<file path="config.mk">
export PLATFORM = sky130hd
export DESIGN_NAME = dtm_jtag_tap_flat
export DESIGN_NICKNAME = d
export VERILOG_FILES = /design/src/rtl/dm_pkg.sv /design/src/rtl/dtm_jtag_tap_if.sv /design/src/rtl/dtm_jtag_tap_fsm.sv /design/src/rtl/dtm_jtag_tap.sv /design/src/flat_wrapper.sv
export SDC_FILE = /design/constraint.sdc
export NUM_CORES = 1
export LEC_CHECK = 0
export ABC_AREA = 1
export ABC_CLOCK_PERIOD_IN_PS = 1680
export BUFFER_PORTS_ARGS = -buffer_cell sky130_fd_sc_hd__clkbuf_2
export CAP_MARGIN = 0
export CORE_MARGIN = 3
export CORE_UTILIZATION = 60
export CTS_BUF_LIST = sky130_fd_sc_hd__clkbuf_16
export DETAILED_ROUTE_END_ITERATION = 8
export GPL_ROUTABILITY_DRIVEN = 0
export PLACE_DENSITY = 0.78
export SETUP_SLACK_MARGIN = 0.2
export SYNTH_ARGS = -nofsm -noshare
export SYNTH_HDL_FRONTEND = slang
export SYNTH_SLANG_ARGS = --single-unit
</file>
<file path="constraint.sdc">
create_clock -name tck_i -period 1.68 [get_ports tck_i]
set_input_delay 0.504 -clock tck_i [delete_from_list [all_inputs] [get_ports tck_i]]
set_output_delay 0.504 -clock tck_i [all_outputs]
set_load 0.02 [all_outputs]
</file>
<file path="src/rtl/dm_pkg.sv">
// Shared debug-transport definitions: JTAG instruction codes, TAP controller
// states and the DTMCS register layout. Imported by the TAP datapath and FSM.
package dm;

  // JTAG instruction register codes; unlisted codes select BYPASS.
  typedef enum logic [4:0] {
    IrBypass0   = 5'h00,
    IrIdcode    = 5'h01,
    IrDtmcs     = 5'h10,
    IrDmiAccess = 5'h11,
    IrBypass1   = 5'h1f
  } ir_e;

  // IEEE 1149.1 TAP controller states.
  typedef enum logic [3:0] {
    TestLogicReset,
    RunTestIdle,
    SelectDrScan,
    CaptureDr,
    ShiftDr,
    Exit1Dr,
    PauseDr,
    Exit2Dr,
    UpdateDr,
    SelectIrScan,
    CaptureIr,
    ShiftIr,
    Exit1Ir,
    PauseIr,
    Exit2Ir,
    UpdateIr
  } tap_state_e;

  typedef struct packed {
    logic [13:0] zero;
    logic        dmihardreset;
    logic        dmireset;
    logic        zero1;
    logic [2:0]  idle;
    logic [1:0]  dmistat;
    logic [5:0]  abits;
    logic [3:0]  version;
  } dtmcs_t;

  localparam logic [3:0] DtmVersion = 4'd1;
  // Suggested Run-Test/Idle cycles between DMI accesses.
  localparam logic [2:0] DtmIdle    = 3'd1;

endpackage

</file>
<file path="src/rtl/dtm_jtag_tap_if.sv">
// Link between the DTM TAP front end and the downstream DMI request/response FSM.
//   master (TAP side): drives TAP state strobes, IR selects, dmi_reset pulse and
//                      forwarded TDI; receives sticky DMI error and DMI shift LSB.
//   slave  (DMI FSM) : the mirror image.
interface dtm_jtag_tap_if;

  logic       test_logic_reset;
  logic       shift_dr;
  logic       update_dr;
  logic       capture_dr;
  logic       dmi_access;
  logic       dtmcs_select;
  logic       dmi_reset;
  logic [1:0] dmi_error;
  logic       dmi_tdi;
  logic       dmi_tdo;

  modport master (
    output test_logic_reset, shift_dr, update_dr, capture_dr,
    output dmi_access, dtmcs_select, dmi_reset, dmi_tdi,
    input  dmi_error, dmi_tdo
  );

  modport slave (
    input  test_logic_reset, shift_dr, update_dr, capture_dr,
    input  dmi_access, dtmcs_select, dmi_reset, dmi_tdi,
    output dmi_error, dmi_tdo
  );

endinterface

</file>
<file path="src/rtl/dtm_jtag_tap_fsm.sv">
// 16-state IEEE 1149.1 TAP controller, advanced by tms_i on posedge tck_i.
// Ports:
//   tck_i, trst_ni        : test clock, asynchronous active-low reset
//   tms_i                 : test mode select
//   *_o                   : one flag per TAP state the datapath cares about
// The flags are registered from the next state, so each one is exactly the
// decode of the current state with no combinational path behind it.
module dtm_jtag_tap_fsm
  import dm::*;
(
  input  logic tck_i,
  input  logic trst_ni,
  input  logic tms_i,
  output logic test_logic_reset_o,
  output logic capture_dr_o,
  output logic shift_dr_o,
  output logic update_dr_o,
  output logic capture_ir_o,
  output logic shift_ir_o,
  output logic update_ir_o
);

  tap_state_e state_q, state_d;

  always_comb begin
    state_d = TestLogicReset;
    unique case (state_q)
      TestLogicReset: state_d = tms_i ? TestLogicReset : RunTestIdle;
      RunTestIdle:    state_d = tms_i ? SelectDrScan   : RunTestIdle;
      SelectDrScan:   state_d = tms_i ? SelectIrScan   : CaptureDr;
      CaptureDr:      state_d = tms_i ? Exit1Dr        : ShiftDr;
      ShiftDr:        state_d = tms_i ? Exit1Dr        : ShiftDr;
      Exit1Dr:        state_d = tms_i ? UpdateDr       : PauseDr;
      PauseDr:        state_d = tms_i ? Exit2Dr        : PauseDr;
      Exit2Dr:        state_d = tms_i ? UpdateDr       : ShiftDr;
      UpdateDr:       state_d = tms_i ? SelectDrScan   : RunTestIdle;
      SelectIrScan:   state_d = tms_i ? TestLogicReset : CaptureIr;
      CaptureIr:      state_d = tms_i ? Exit1Ir        : ShiftIr;
      ShiftIr:        state_d = tms_i ? Exit1Ir        : ShiftIr;
      Exit1Ir:        state_d = tms_i ? UpdateIr       : PauseIr;
      PauseIr:        state_d = tms_i ? Exit2Ir        : PauseIr;
      Exit2Ir:        state_d = tms_i ? UpdateIr       : ShiftIr;
      UpdateIr:       state_d = tms_i ? SelectDrScan   : RunTestIdle;
      default:        state_d = TestLogicReset;
    endcase
  end

  always_ff @(posedge tck_i or negedge trst_ni) begin
    if (!trst_ni) begin
      state_q            <= TestLogicReset;
      test_logic_reset_o <= 1'b1;
      capture_dr_o       <= 1'b0;
      shift_dr_o         <= 1'b0;
      update_dr_o        <= 1'b0;
      capture_ir_o       <= 1'b0;
      shift_ir_o         <= 1'b0;
      update_ir_o        <= 1'b0;
    end else begin
      state_q            <= state_d;
      test_logic_reset_o <= (state_d == TestLogicReset);
      capture_dr_o       <= (state_d == CaptureDr);
      shift_dr_o         <= (state_d == ShiftDr);
      update_dr_o        <= (state_d == UpdateDr);
      capture_ir_o       <= (state_d == CaptureIr);
      shift_ir_o         <= (state_d == ShiftIr);
      update_ir_o        <= (state_d == UpdateIr);
    end
  end

endmodule

</file>
<file path="src/rtl/dtm_jtag_tap.sv">
// JTAG TAP and RISC-V Debug Transport Module front end (tck domain only).
// Hosts the IR, IDCODE, BYPASS and DTMCS registers; DMIACCESS lives downstream.
// Ports:
//   tck_i, trst_ni  : test clock, asynchronous active-low reset
//   tms_i, td_i     : test mode select, test data in (sampled on posedge)
//   td_o, tdo_oe_o  : test data out and its drive enable (updated on negedge)
//   testmode_i      : scan mode, moves the negedge flops onto posedge
//   dmi             : strobes, selects and serial path to the DMI FSM
module dtm_jtag_tap
  import dm::*;
#(
  parameter int unsigned IrLength    = 5,
  parameter logic [31:0] IdcodeValue = 32'h0000_0001,
  parameter int unsigned AbitsValue  = 7
) (
  input  logic          tck_i,
  input  logic          trst_ni,
  input  logic          tms_i,
  input  logic          td_i,
  output logic          td_o,
  output logic          tdo_oe_o,
  input  logic          testmode_i,
  dtm_jtag_tap_if.master dmi
);

  localparam logic [IrLength-1:0] IrIdcodeVal    = IrLength'(IrIdcode);
  localparam logic [IrLength-1:0] IrDtmcsVal     = IrLength'(IrDtmcs);
  localparam logic [IrLength-1:0] IrDmiAccessVal = IrLength'(IrDmiAccess);

  logic test_logic_reset, capture_dr, shift_dr, update_dr;
  logic capture_ir, shift_ir, update_ir;

  dtm_jtag_tap_fsm u_tap_fsm (
    .tck_i              (tck_i),
    .trst_ni            (trst_ni),
    .tms_i              (tms_i),
    .test_logic_reset_o (test_logic_reset),
    .capture_dr_o       (capture_dr),
    .shift_dr_o         (shift_dr),
    .update_dr_o        (update_dr),
    .capture_ir_o       (capture_ir),
    .shift_ir_o         (shift_ir),
    .update_ir_o        (update_ir)
  );

  // Instruction register. The shift stage only reaches ir_q in UpdateIr, so an
  // IR scan cut short by trst_ni never changes the active instruction.
  logic [IrLength-1:0] ir_q, ir_shift_q;

  always_ff @(posedge tck_i or negedge trst_ni) begin
    if (!trst_ni) begin
      ir_shift_q <= '0;
      ir_q       <= IrIdcodeVal;
    end else begin
      if (capture_ir) begin
        ir_shift_q <= IrLength'(1);
      end else if (shift_ir) begin
        ir_shift_q <= {td_i, ir_shift_q[IrLength-1:1]};
      end
      if (test_logic_reset) begin
        ir_q <= IrIdcodeVal;
      end else if (update_ir) begin
        ir_q <= ir_shift_q;
      end
    end
  end

  logic sel_idcode, sel_dtmcs, sel_dmi, sel_bypass;

  assign sel_idcode = (ir_q == IrIdcodeVal);
  assign sel_dtmcs  = (ir_q == IrDtmcsVal);
  assign sel_dmi    = (ir_q == IrDmiAccessVal);
  assign sel_bypass = ~(sel_idcode | sel_dtmcs | sel_dmi);

  dtmcs_t dtmcs_capture;

  always_comb begin
    dtmcs_capture         = '0;
    dtmcs_capture.idle    = DtmIdle;
    dtmcs_capture.dmistat = dmi.dmi_error;
    dtmcs_capture.abits   = 6'(AbitsValue);
    dtmcs_capture.version = DtmVersion;
  end

  // Data registers: capture on CaptureDr, shift right with td_i entering the MSB.
  logic [31:0] idcode_q, dtmcs_q;
  logic        bypass_q;

  always_ff @(posedge tck_i or negedge trst_ni) begin
    if (!trst_ni) begin
      idcode_q <= IdcodeValue;
      dtmcs_q  <= '0;
      bypass_q <= 1'b0;
    end else if (capture_dr) begin
      if (sel_idcode) idcode_q <= IdcodeValue;
      if (sel_dtmcs)  dtmcs_q  <= dtmcs_capture;
      if (sel_bypass) bypass_q <= 1'b0;
    end else if (shift_dr) begin
      if (sel_idcode) idcode_q <= {td_i, idcode_q[31:1]};
      if (sel_dtmcs)  dtmcs_q  <= {td_i, dtmcs_q[31:1]};
      if (sel_bypass) bypass_q <= td_i;
    end
  end

  logic tdo_d, dr_tdo;

  always_comb begin
    dr_tdo = bypass_q;
    if (sel_idcode)     dr_tdo = idcode_q[0];
    else if (sel_dtmcs) dr_tdo = dtmcs_q[0];
    else if (sel_dmi)   dr_tdo = dmi.dmi_tdo;
  end

  always_comb begin
    tdo_d = 1'b0;
    if (shift_ir)      tdo_d = ir_shift_q[0];
    else if (shift_dr) tdo_d = dr_tdo;
  end

  // TDO launches on the falling edge; in scan mode the same flops move to the
  // rising edge so the whole block sits on one clock phase.
  logic tck_n;
  logic td_q, tdo_oe_q;

  assign tck_n = testmode_i ? tck_i : ~tck_i;

  always_ff @(posedge tck_n or negedge trst_ni) begin
    if (!trst_ni) begin
      td_q     <= 1'b0;
      tdo_oe_q <= 1'b0;
    end else begin
      td_q     <= tdo_d;
      tdo_oe_q <= shift_ir | shift_dr;
    end
  end

  assign td_o     = td_q;
  assign tdo_oe_o = tdo_oe_q;

  assign dmi.test_logic_reset = test_logic_reset;
  assign dmi.shift_dr         = shift_dr;
  assign dmi.update_dr        = update_dr;
  assign dmi.capture_dr       = capture_dr;
  assign dmi.dmi_access       = sel_dmi;
  assign dmi.dtmcs_select     = sel_dtmcs;
  // UpdateDr lasts a single tck, so this is a one-cycle pulse; dmihardreset
  // (bit 17) is deliberately not acted on.
  assign dmi.dmi_reset        = sel_dtmcs & update_dr & dtmcs_q[16];
  assign dmi.dmi_tdi          = td_i;

endmodule

</file>
<file path="src/flat_wrapper.sv">
// flat-port wrapper written by rule: the top's interface ports become plain ports
module dtm_jtag_tap_flat import dm::*;
#(
  parameter int unsigned IrLength    = 5,
  parameter logic [31:0] IdcodeValue = 32'h0000_0001,
  parameter int unsigned AbitsValue  = 7
)
  (tck_i, trst_ni, tms_i, td_i, td_o, tdo_oe_o, testmode_i, dmi_test_logic_reset, dmi_shift_dr, dmi_update_dr, dmi_capture_dr, dmi_dmi_access, dmi_dtmcs_select, dmi_dmi_reset, dmi_dmi_tdi, dmi_dmi_error, dmi_dmi_tdo);
  dtm_jtag_tap_if dmi_i ();
  input  logic tck_i;
  input  logic trst_ni;
  input  logic tms_i;
  input  logic td_i;
  output logic td_o;
  output logic tdo_oe_o;
  input  logic testmode_i;
  output wire logic [$bits(dmi_i.test_logic_reset)-1:0] dmi_test_logic_reset;
  output wire logic [$bits(dmi_i.shift_dr)-1:0] dmi_shift_dr;
  output wire logic [$bits(dmi_i.update_dr)-1:0] dmi_update_dr;
  output wire logic [$bits(dmi_i.capture_dr)-1:0] dmi_capture_dr;
  output wire logic [$bits(dmi_i.dmi_access)-1:0] dmi_dmi_access;
  output wire logic [$bits(dmi_i.dtmcs_select)-1:0] dmi_dtmcs_select;
  output wire logic [$bits(dmi_i.dmi_reset)-1:0] dmi_dmi_reset;
  output wire logic [$bits(dmi_i.dmi_tdi)-1:0] dmi_dmi_tdi;
  input wire logic [$bits(dmi_i.dmi_error)-1:0] dmi_dmi_error;
  input wire logic [$bits(dmi_i.dmi_tdo)-1:0] dmi_dmi_tdo;
  assign dmi_test_logic_reset = dmi_i.test_logic_reset;
  assign dmi_shift_dr = dmi_i.shift_dr;
  assign dmi_update_dr = dmi_i.update_dr;
  assign dmi_capture_dr = dmi_i.capture_dr;
  assign dmi_dmi_access = dmi_i.dmi_access;
  assign dmi_dtmcs_select = dmi_i.dtmcs_select;
  assign dmi_dmi_reset = dmi_i.dmi_reset;
  assign dmi_dmi_tdi = dmi_i.dmi_tdi;
  assign dmi_i.dmi_error = dmi_dmi_error;
  assign dmi_i.dmi_tdo = dmi_dmi_tdo;
  dtm_jtag_tap #(.IrLength(IrLength), .IdcodeValue(IdcodeValue), .AbitsValue(AbitsValue)) u_core (.tck_i(tck_i), .trst_ni(trst_ni), .tms_i(tms_i), .td_i(td_i), .td_o(td_o), .tdo_oe_o(tdo_oe_o), .testmode_i(testmode_i), .dmi(dmi_i));
endmodule
</file>
Yosys cells after proc, flatten, opt, wreduce, memory -nomap -nowiden
Index checks and enable logic that the tools add are counted.
{"block": "op_classes", "eq_ne": 24, "muxes": 35, "n_bitwise": 7, "n_reduce_logical": 11}
{"operator": "$mux W32", "n": 8}
{"operator": "$eq A4 B4 Y1 const B", "n": 12}
{"operator": "$pmux W4 S12", "n": 1}
{"operator": "$eq A4 B3 Y1 const B", "n": 5}
{"operator": "$mux W5", "n": 4}
{"operator": "$mux W4", "n": 4}
{"operator": "$mux W1", "n": 13}
{"operator": "$eq A4 B2 Y1 const B", "n": 3}
{"operator": "$eq A5 B5 Y1 const B", "n": 2}
{"operator": "$logic_not A4 Y1", "n": 2}
{"operator": "$mux W2", "n": 3}
{"operator": "$mux W3", "n": 2}
{"operator": "$reduce_and A2 Y1", "n": 3}
{"operator": "$reduce_bool A2 Y1", "n": 3}
{"operator": "$eq A5 B1 Y1 const B", "n": 1}
{"operator": "$eq A4 B1 Y1 const B", "n": 1}
{"operator": "$reduce_or A2 Y1", "n": 2}
{"operator": "$or A1 B1 Y1", "n": 3}
{"operator": "$reduce_or A3 Y1", "n": 1}
{"operator": "$and A1 B1 Y1", "n": 2}
{"operator": "$not A1 Y1", "n": 2}
{"block": "word_totals", "ff_bits": 88, "in_bits": 8, "out_inout_bits": 10, "wordCells": 92}

Longest topological paths before layout
{"block": "depth", "word_depth": 6, "mapped_depth": 10}

Cells and area by module
Synthesis repeated with hierarchy kept, for this count alone.
{"block": "hier_totals", "cells_unflattened": 385, "hier_area_um2": 3862.5}
{"mod": "dtm_jtag_tap", "instances": 1, "cells_per_inst": 301, "area_per_inst_um2": 3244.4, "seq_area_each_um2": 1929.4}
{"mod": "dtm_jtag_tap_fsm", "instances": 1, "cells_per_inst": 84, "area_per_inst_um2": 618.1, "seq_area_each_um2": 276.5}

==> flow_summary.json <==
{
  "num_vias": 3534,
  "worstMarginPinSlew_ns": 0.4978,
  "crit_family": "flip-flops",
  "ys.warnings.count": 0,
  "antenna_found_initial": 0,
  "worst_ep_arrival_time_ns": 2.28,
  "detail-route-antenna-nets": 0,
  "die_h_um": 85.69,
  "synth_top_flop_cell": "dfrtp_1",
  "via_per_inst": 6.544,
  "dp_cells": 476,
  "dp_slack_ns": -0.3450,
  "synth_xor_area_frac": 0.002299,
  "io_buffers": 17,
  "syn_inst": 383,
  "n_antenna_cell": 0,
  "synth-edff-count": 0,
  "drv_cap": 0,
  "async_reset_ff_frac": 1.000,
  "clock_latency_ns": 0.86,
  "grt_start_max_net_pins": 38,
  "placed_cell_area_um2": 4059,
  "p_leak_nw": 2.557,
  "ys_types": 31,
  "num_rows": 28,
  "rsz0062_at_grt": "yes",
  "hold_viol": 0,
  "syn-num-nets": 391,
  "syn_area_um2": 3810,
  "violations": "negative setup slack",
  "dpl.hpwl_mm": 4.592,
  "status": "complete, but fails checks",
  "synth_fa_ha_area_frac": 0,
  "path_clk_slew_ns": 0.03,
  "end_kind": "output port",
  "synth_compound_area_frac": 0.1731,
  "grt_pass1_vias": 3289,
  "cts_tree": "built",
  "avgSynthCellArea_um2": 9.948,
  "syn2layout_area_growth_pct": 44.83,
  "worst_hold_path_type": "in2async",
  "crit_path_start_kind": "register",
  "routed_wl_mm": 13.62,
  "ys_ff_latch": 88,
  "die_x_um": 85.69,
  "synth_top_family_by_area": "compound AO/OA/AOI/OAI gates",
  "yosys.area_share.simple": 0.1235,
  "drv_slew": 0,
  "io_pins": 18,
  "drtIter0Drc": 393,
  "initial_core_util": 0.6323,
  "path_max_fanout": 1,
  "critPathBufInv": 1,
  "drive_gt1_frac": 0.4151,
  "ir_worst_vdd_v": 0.001722,
  "drc": 0,
  "finalSetupViolCount": 71,
  "fin_util": 0.9157,
  "grt_pass1_wl_mm": 17.65,
  "critPathKind": "reg2out",
  "layout_setup_ws_ns": -1.103,
  "cp_slowest_stage_delay_ns": 0.39,
  "routedWlPerCell_um": 25.22,
  "grtUsageTotal": 0.3254,
  "grt-ovfl-total": 0,
  "drt_pre_antenna_iters": 5,
  "cp_data_required_time_ns": 1.18,
  "slowest_stage": "dfrtp_1",
  "core_um2": 6026,
  "hold_ws_ns": 0.1051,
  "stdcell_area_um2": 5518,
  "dieArea_um2": 7342,
  "power_density_nw_per_um2": 1675,
  "muxShareOfSynthArea": 0,
  "layout.nets": 469,
  "crit_chain": "buf_6",
  "layoutNonFillerInstCount": 540,
  "skew_ns": 0.3041,
  "ys_seq_area_frac": 0.5790,
  "slew_headroom": 0.6682
}
[routing by layer]
| layer | routed length [µm] | track usage | vias up |
|---|---|---|---|
| met5 | 0 | 0 | - |
| met1 | 4911 | 0.4071 | 1688 |
| li1 | - | - | 1397 |
| met2 | 6395 | 0.5353 | 347 |
| met4 | 904 | 0.1655 | 0 |
| met3 | 1408 | 0.07012 | 102 |
[sequential cells by signal, indices dropped and copies added (netlist names), 4 cells and up]
| register | flops |
|---|---|
| u_core.dtmcs_q | 32 |
| u_core.idcode_q | 32 |
| u_core.ir_q | 5 |
| u_core.ir_shift_q | 5 |
| u_core.u_tap_fsm.state_q | 4 |
[cells in the final DEF (no fill, tap or decap), types with 7 or more instances in the layout]
master / instances
nor2_4: 9
nand2_1: 37
nand3_1: 15
o21ai_0: 9
inv_1: 84
clkbuf_2: 7
nor2_2: 8
buf_6: 22
dfrtp_1: 80
clkbuf_16: 18
o22ai_2: 38
o22ai_1: 13
nor2_1: 14
buf_4: 24
[cells by family after synthesis]
group / count (synthesis)
AO/OA/AOI/OAI: 87
flip-flops: 88
buffers and inverters: 110
AND/OR/NAND/NOR: 97
XOR/XNOR: 1
[metrics by stage]
stage               total power, mW  TNS [ns]
floorplan                     3.799   -0.4911
global placement              4.169   -0.6484
detailed placement            4.214   -0.7101
CTS                           8.188    -3.732
global route                  9.488    -21.39
finish                        9.242    -18.48
[report_power, final]
| group | internal, mW | total [mW] | switching, mW |
|---|---|---|---|
| clock | 2.33 | 3.34 | 1.01 |
| sequential | 2.43 | 2.70 | 0.273 |
| combinational | 1.36 | 3.20 | 1.84 |
| total | 6.12 | 9.24 | 3.12 |
[Yosys cell counts, types with 4 or more instances]
library cell	count	area, µm²
a21oi_1	8	40.04
a22oi_1	4	30.03
buf_2	6	30.03
buf_4	6	45.04
dfrtp_1	85	2127
inv_1	92	345.3
nand2_1	43	161.4
nand3_1	16	80.08
nor2_1	21	78.83
nor2_2	7	43.79
o21ai_0	13	65.06
o22ai_1	33	206.5
o22ai_2	20	250.2
[cell type report]
type,count,area [µm²]
Multi-Input combinational cell,185,1408
Clock inverter,6,133.9
Sequential cell,88,2212
Inverter,95,374.1
Clock buffer,16,400.4
Fill cell,202,508.0
Tap cell,75,93.84
Timing Repair Buffer,75,895.9
[path summary, 6_finish.rpt]
path,startpoint,endpoint,slack (ns),cells after the start
min in group tck_i,dmi_dmi_error[1],u_core.dtmcs_q[11],0.20,3
max reg2reg,u_core.ir_q[3],u_core.td_o,-0.57,9
min,trst_ni,u_core.td_o,0.11,2
max in group asynchronous,trst_ni,u_core.u_tap_fsm.state_q[2],0.69,3
min reg2reg,u_core.u_tap_fsm.shift_ir_o,u_core.tdo_oe_o,0.40,2
max,u_core.td_o,td_o,-1.10,1
[what timing repair did]
item	4_1_cts	5_1_grt
hold buffers	1	0
gates cloned	6	2
endpoints found under the setup margin	45	81
gates resized for setup	61	62
setup buffers	16	17
endpoints found under the hold margin	19	0
pin swaps	6	9
Note: power is estimated with default switching activity, not from simulation.
